$ cat src/rtl/uart_pkg.sv
// Shared types and helpers for the UART ACK receiver: FSM state encoding,
// default acknowledge byte and bit-period calculation.
package uart_pkg;

  typedef enum logic [2:0] {
    ST_IDLE,
    ST_RX_START,
    ST_RX_DATA,
    ST_RX_STOP,
    ST_ACK_GAP,
    ST_ACK_START,
    ST_ACK_DATA,
    ST_ACK_STOP
  } uart_rx_state_t;

  localparam logic [7:0] UART_ACK_DEFAULT = 8'b11001100;

  function automatic int baud_count(input int clk_freq, input int baud);
    return clk_freq / baud;
  endfunction

endpackage

$ cat src/rtl/uart_bit_timer.sv
// Bit-period timer shared by the receive and acknowledge phases. Counts
// 0..BAUD_COUNT-1 and reloads on terminal count or on an explicit clear.
module uart_bit_timer #(
  parameter int BAUD_COUNT = 217,
  parameter int CNT_W      = $clog2(BAUD_COUNT)
) (
  input  logic             clk,
  input  logic             rst,
  input  logic             clear,
  input  logic             count_en,
  output logic [CNT_W-1:0] count,
  output logic             tc,
  output logic             half
);

  logic [CNT_W-1:0] count_q, count_d;

  assign tc    = (count_q == CNT_W'(BAUD_COUNT - 1));
  assign half  = (count_q == CNT_W'(BAUD_COUNT / 2 - 1));
  assign count = count_q;

  always_comb begin
    count_d = count_q;
    if (clear) begin
      count_d = '0;
    end else if (count_en) begin
      count_d = tc ? '0 : count_q + 1'b1;
    end
  end

  always_ff @(posedge clk or posedge rst) begin
    if (rst) begin
      count_q <= '0;
    end else begin
      count_q <= count_d;
    end
  end

endmodule

$ cat src/rtl/uart_ack_receiver.sv
// Receives one 8N1 UART frame, presents the byte to the host and answers each
// good frame with the acknowledge byte on tx.
module uart_ack_receiver
  import uart_pkg::*;
#(
  parameter int                    CLK_FREQ       = 50_000_000,
  parameter int                    UART_BAUD_RATE = 230400,
  parameter int                    UART_WIDTH     = 8,
  parameter logic [UART_WIDTH-1:0] UART_ACK       = UART_ACK_DEFAULT,
  parameter int                    ACK_GAP        = 16
) (
  input  logic                  clk,
  input  logic                  rst,
  input  logic                  enable,
  input  logic                  rx,
  output logic                  tx,
  output logic [UART_WIDTH-1:0] data_out,
  output logic                  data_valid,
  output logic                  frame_error,
  output logic                  busy
);

  localparam int BAUD_COUNT = baud_count(CLK_FREQ, UART_BAUD_RATE);
  localparam int CNT_W      = $clog2(BAUD_COUNT);
  localparam int IDX_W      = (UART_WIDTH > 1) ? $clog2(UART_WIDTH) : 1;

  uart_rx_state_t        state_q, state_d;
  logic [IDX_W-1:0]      idx_q, idx_d;
  logic [UART_WIDTH-1:0] shift_q, shift_d;
  logic [UART_WIDTH-1:0] data_out_q, data_out_d;
  logic                  data_valid_q, data_valid_d;
  logic                  frame_error_q, frame_error_d;
  logic                  err_wait_q, err_wait_d;
  logic                  tx_q, tx_d;
  logic                  rx_meta_q, rx_sync_q;

  logic                  tmr_clear, tmr_en, tmr_tc, tmr_half;
  logic [CNT_W-1:0]      tmr_count;

  uart_bit_timer #(
    .BAUD_COUNT (BAUD_COUNT),
    .CNT_W      (CNT_W)
  ) u_bit_timer (
    .clk      (clk),
    .rst      (rst),
    .clear    (tmr_clear),
    .count_en (tmr_en),
    .count    (tmr_count),
    .tc       (tmr_tc),
    .half     (tmr_half)
  );

  always_comb begin
    state_d       = state_q;
    idx_d         = idx_q;
    shift_d       = shift_q;
    data_out_d    = data_out_q;
    data_valid_d  = 1'b0;
    frame_error_d = 1'b0;
    err_wait_d    = err_wait_q;
    tmr_en        = 1'b1;
    unique case (state_q)
      ST_IDLE: begin
        tmr_en = 1'b0;
        if (enable && !rx_sync_q) state_d = ST_RX_START;
      end
      ST_RX_START: begin
        if (tmr_half) begin
          state_d = rx_sync_q ? ST_IDLE : ST_RX_DATA;
          idx_d   = '0;
        end
      end
      ST_RX_DATA: begin
        if (tmr_tc) begin
          shift_d = {rx_sync_q, shift_q[UART_WIDTH-1:1]};
          if (idx_q == IDX_W'(UART_WIDTH - 1)) begin
            state_d = ST_RX_STOP;
            idx_d   = '0;
          end else begin
            idx_d = idx_q + 1'b1;
          end
        end
      end
      ST_RX_STOP: begin
        // After a bad stop bit, park here until the line returns to idle.
        if (err_wait_q) begin
          tmr_en = 1'b0;
          if (rx_sync_q) begin
            err_wait_d = 1'b0;
            state_d    = ST_IDLE;
          end
        end else if (tmr_tc) begin
          if (rx_sync_q) begin
            data_out_d   = shift_q;
            data_valid_d = 1'b1;
            state_d      = ST_ACK_GAP;
          end else begin
            frame_error_d = 1'b1;
            err_wait_d    = 1'b1;
          end
        end
      end
      ST_ACK_GAP: begin
        if (tmr_count == CNT_W'(ACK_GAP)) state_d = ST_ACK_START;
      end
      ST_ACK_START: begin
        if (tmr_tc) begin
          state_d = ST_ACK_DATA;
          idx_d   = '0;
        end
      end
      ST_ACK_DATA: begin
        if (tmr_tc) begin
          if (idx_q == IDX_W'(UART_WIDTH - 1)) begin
            state_d = ST_ACK_STOP;
            idx_d   = '0;
          end else begin
            idx_d = idx_q + 1'b1;
          end
        end
      end
      ST_ACK_STOP: begin
        if (tmr_tc) state_d = ST_IDLE;
      end
      default: state_d = ST_IDLE;
    endcase
  end

  assign tmr_clear = (state_d != state_q);

  // tx is registered from the next state so the line never glitches.
  always_comb begin
    tx_d = 1'b1;
    case (state_d)
      ST_ACK_START: tx_d = 1'b0;
      ST_ACK_DATA:  tx_d = UART_ACK[idx_d];
      default:      tx_d = 1'b1;
    endcase
  end

  always_ff @(posedge clk or posedge rst) begin
    if (rst) begin
      rx_meta_q <= 1'b1;
      rx_sync_q <= 1'b1;
    end else begin
      rx_meta_q <= rx;
      rx_sync_q <= rx_meta_q;
    end
  end

  always_ff @(posedge clk or posedge rst) begin
    if (rst) begin
      state_q       <= ST_IDLE;
      idx_q         <= '0;
      shift_q       <= '0;
      data_out_q    <= '0;
      data_valid_q  <= 1'b0;
      frame_error_q <= 1'b0;
      err_wait_q    <= 1'b0;
      tx_q          <= 1'b1;
    end else begin
      state_q       <= state_d;
      idx_q         <= idx_d;
      shift_q       <= shift_d;
      data_out_q    <= data_out_d;
      data_valid_q  <= data_valid_d;
      frame_error_q <= frame_error_d;
      err_wait_q    <= err_wait_d;
      tx_q          <= tx_d;
    end
  end

  assign tx          = tx_q;
  assign data_out    = data_out_q;
  assign data_valid  = data_valid_q;
  assign frame_error = frame_error_q;
  assign busy        = (state_q != ST_IDLE);

endmodule

$ cat config.mk
export PLATFORM = sky130hd
export DESIGN_NAME = uart_ack_receiver
export DESIGN_NICKNAME = d
export VERILOG_FILES = /design/src/rtl/uart_pkg.sv /design/src/rtl/uart_bit_timer.sv /design/src/rtl/uart_ack_receiver.sv
export SDC_FILE = /design/constraint.sdc
export NUM_CORES = 1
export LEC_CHECK = 0
export BUFFER_PORTS_ARGS = -buffer_cell sky130_fd_sc_hd__buf_2
export CAP_MARGIN = 25
export CORE_ASPECT_RATIO = 2
export CORE_MARGIN = 2
export CORE_UTILIZATION = 25
export DETAILED_ROUTE_END_ITERATION = 6
export GPL_TIMING_DRIVEN = 0
export PLACE_DENSITY_LB_ADDON = 0.05
export SLEW_MARGIN = 20
export SYNTH_ARGS = -nofsm -noshare
export SYNTH_HDL_FRONTEND = slang
export SYNTH_SLANG_ARGS = --single-unit
$ cat constraint.sdc
create_clock -name clk -period 6.3 [get_ports clk]
set_input_delay 0.945 -clock clk [delete_from_list [all_inputs] [get_ports clk]]
set_output_delay 0.945 -clock clk [all_outputs]
set_load 0.005 [all_outputs]
==> flow_metrics.py <==
metrics = {
    "status": {
        "status": "complete, no violations",
    },
    "clock_tree": {
        "postCtsSetupRepairBufs": 0,
        "clkTransAtPathRegs_ns": 0.06,
        "htree_num_levels": 2,
        "cts_buffers": 5,
        "cts_hold_buf": 0,
        "cts_resized": 0,
        "cts_tree": "done",
        "cts_buffer_depth": 2,
        "insertion_delay_ns": 0.29,
        "clockRootBuffer": "clkbuf_16",
        "cts_sinks": 36,
    },
    "logic_synthesis": {
        "netlist-cell-type-count": 45,
        "synth_compound_area_share_pct": 16.3,
        "synth_seq_area_share_pct": 46.0,
        "synthAdderAreaFrac_pct": 5.09,
        "yosys.area_share.simple_pct": 22.6,
        "netlist_area_mm2": 0.00197,
        "muxShareOfSynthArea_pct": 5.09,
        "ys_warn_count": 0,
        "synth_xor_area_share_pct": 1.27,
        "syn_inst": 206,
        "ys_seq_elements": 36,
        "synth_fp_nets": 218,
        "yosys.area.top_type": "dfrtp_1",
        "synth_top_family_by_area": "simple AND/OR/NAND/NOR gates",
        "syn_area_per_cell_um2": 9.54,
        "synth.top_cell.area_share_pct": 42.0,
        "netlist_top_cells_area": "dfrtp_1 42%, nand2_1 7.1%, ha_1 5.1%",
    },
    "global_routing": {
        "grt_pass1_wl_mm": 9.30,
        "grt_pass1_vias": 1676,
        "gr-usage-all-layers_pct": 15.0,
        "grt_remaining_overflow": 0,
        "antenna_found_initial": 0,
        "grt_max_degree": 30,
    },
    "floorplan": {
        "die_x_um": 66.7,
        "num_io_pins": 16,
        "die_h_um": 129,
        "rows": 45,
        "dieArea_mm2": 0.00863,
        "initial_utilization_pct": 25.9,
        "core_region_area_mm2": 0.00760,
    },
    "setup_path": {
        "arrival_ns": 3.21,
        "worstSetupStartpointType": "flop",
        "reg2reg_to": "u_bit_timer.count[6]",
        "r2r_cells": 8,
        "cp.required_ns": 6.42,
        "cp_max_fo": 8,
        "r2r_slack_ns": 3.21,
        "rr_startpoint": "state_q[1]",
        "critical_path_class": "reg -> reg",
        "cp-end-kind": "flop",
    },
    "worst_hold_path": {
        "min_to": "rx_sync_q",
        "hp-start": "rx_meta_q",
        "whs_path_depth": 0,
        "hp-class": "reg -> reg",
    },
    "power_and_ir_drop": {
        "p_sw_w": 0.000107,
        "power_switching_share_pct": 20.9,
        "p_clk_share_pct": 52.7,
        "peakVddDrop_mv": 0.176,
        "power_frac_comb_pct": 1.7,
        "p_total_w": 0.000510,
        "seq_power_share_pct": 45.6,
        "p_leak_nw": 1.09,
        "intPower_w": 0.000404,
        "cellPowerDensity_mw_per_mm2": 219,
    },
    "timing": {
        "slew-limit-headroom_pct": 38.7,
        "fmaxAchievable_mhz": 324,
        "final_hold_viol_count": 0,
        "min_period_ns": 3.09,
        "rsz0062_at_grt": "false",
        "finalSetupViolCount": 0,
        "finClkSkew_ns": 0.00539,
        "slew_viol_final": 0,
        "tightest_slew_ns": 0.897,
        "fin_crit_sh_pct": 49.0,
        "tns_ns": 0,
    },
    "cells_and_area": {
        "nNetsFinal": 241,
        "diodes": 0,
        "final_cell_mix": "37 x nand2_1, 33 x dfrtp_1, 18 x buf_2",
        "drive_gt1_share_pct": 19.1,
        "layout.cells.non_filler": 324,
        "post-route-cell-area_mm2": 0.00233,
        "area_growth_pct": 18.8,
        "final_common_cell": "nand2_1",
        "final_util_pct": 30.7,
    },
    "route": {
        "drtPass1Iterations": 4,
        "num_vias": 1591,
        "drt-total-wl_mm": 5.71,
        "ant_nets": 0,
        "drt_iter0_drc": 59,
        "viasPerCell": 4.91,
        "post_drt_wl_per_cell_um": 17.6,
        "drcViolationCount": 0,
    },
    "job": {
        "cap_violations": 0,
    },
    "place": {
        "placedCellCount": 316,
        "gp_congestion": 0.823,
        "portBuffers": 15,
        "hpwl_mm": 4.42,
        "place_area_mm2": 0.00218,
    },
}
Yosys cell counts, drive strengths merged:
cell type,n
a2111oi,1
a211oi,4
a21boi,2
a21o,3
a21oi,9
a22o,1
a31oi,6
a41o,1
and3,4
and3b,2
and4b,1
buf,4
clkbuf,5
clkinv,1
dfrtp,33
dfstp,3
ha,8
inv,8
mux2,8
mux2i,1
nand2,37
nand2b,4
nand3,8
nand3b,1
nand4,2
nand4b,1
nor2,7
nor2b,2
nor3,9
nor3b,5
nor4,3
o2111ai,1
o211ai,3
o21a,2
o21ai,7
o221a,1
o22ai,2
o31a,1
o31ai,1
or2,1
or3,1
xnor2,1
xor2,1
registers in the layout, indices dropped and copies added, names as in the netlist:
| name | cells |
|---|---|
| data_out | 8 |
| data_valid | 1 |
| err_wait_q | 1 |
| frame_error | 1 |
| idx_q | 3 |
| rx_meta_q | 1 |
| rx_sync_q | 1 |
| shift_q | 8 |
| state_q | 3 |
| tx | 1 |
| u_bit_timer.count | 8 |
how the worst max path moves through the flow:
| stage | startpoint | cells after the start | to | slack, ns |
|---|---|---|---|---|
| final | state_q[1] | 8 | u_bit_timer.count[6] | 3.21 |
| after global routing | state_q[1] | 8 | u_bit_timer.count[6] | 2.90 |
| after CTS | state_q[1] | 8 | u_bit_timer.count[6] | 3.11 |
| after detailed placement | state_q[1] | 8 | u_bit_timer.count[6] | 3.14 |
| after global placement | state_q[1] | 8 | u_bit_timer.count[7] | 3.11 |
| after floorplan | state_q[0] | 8 | u_bit_timer.count[3] | 3.99 |
critical path: stages, from the launching register on:
cell,delay (ns)
dfrtp_1,0.49
inv_1,0.15
ha_1,0.30
a2111oi_0,0.85
a21oi_1,0.21
o22ai_1,0.27
a211oi_4,0.10
xnor2_2,0.43
nor3_1,0.12
routing by layer:
metal	GRT usage [%]	share of wire (%)	wire (um)	vias to the layer above
met1	14.4	35	1990	776
met4	7.80	3.0	174	0
li1	-	-	-	782
met5	0	0	0	-
met3	2.43	2.1	121	10
met2	29.1	60	3420	23
area by class of cell:
class / instances / area [um^2]
Buffer: 9 / 37.5
Clock buffer: 8 / 156
Fill cell: 846 / 5270
Inverter: 9 / 33.8
Multi-Input combinational cell: 152 / 990
Sequential cell: 36 / 905
Tap cell: 94 / 118
Timing Repair Buffer: 16 / 95.1
kinds of logic (layout without fill, tap and decap cells):
kind of cell | count (synthesis) | count (layout)
AO/OA/AOI/OAI | 45 | 45
buffers and inverters | 18 | 42
multiplexers | 9 | 9
adder cells (fa/ha/maj) | 8 | 8
AND/OR/NAND/NOR | 88 | 88
flip-flops | 36 | 36
XOR/XNOR | 2 | 2
through the flow:
stage                     hold WS (ns)  setup slack, ns
after global routing             0.364             2.90
after CTS                        0.355             3.11
after detailed placement         0.347             3.14
after floorplan                  0.345             3.99
final                            0.354             3.21
after global placement           0.346             3.11
power by group through the flow:
stage          Combinational, W  Sequential, W  Clock (W)
5_1_grt               0.0000104       0.000233   0.000284
6_report             0.00000871       0.000233   0.000269
2_1_floorplan        0.00000454       0.000237          0
3_5_place_dp         0.00000951       0.000237          0
4_1_cts              0.00000946       0.000233   0.000274
3_3_place_gp         0.00000773       0.000237          0
(Power assumes the default switching activity.)
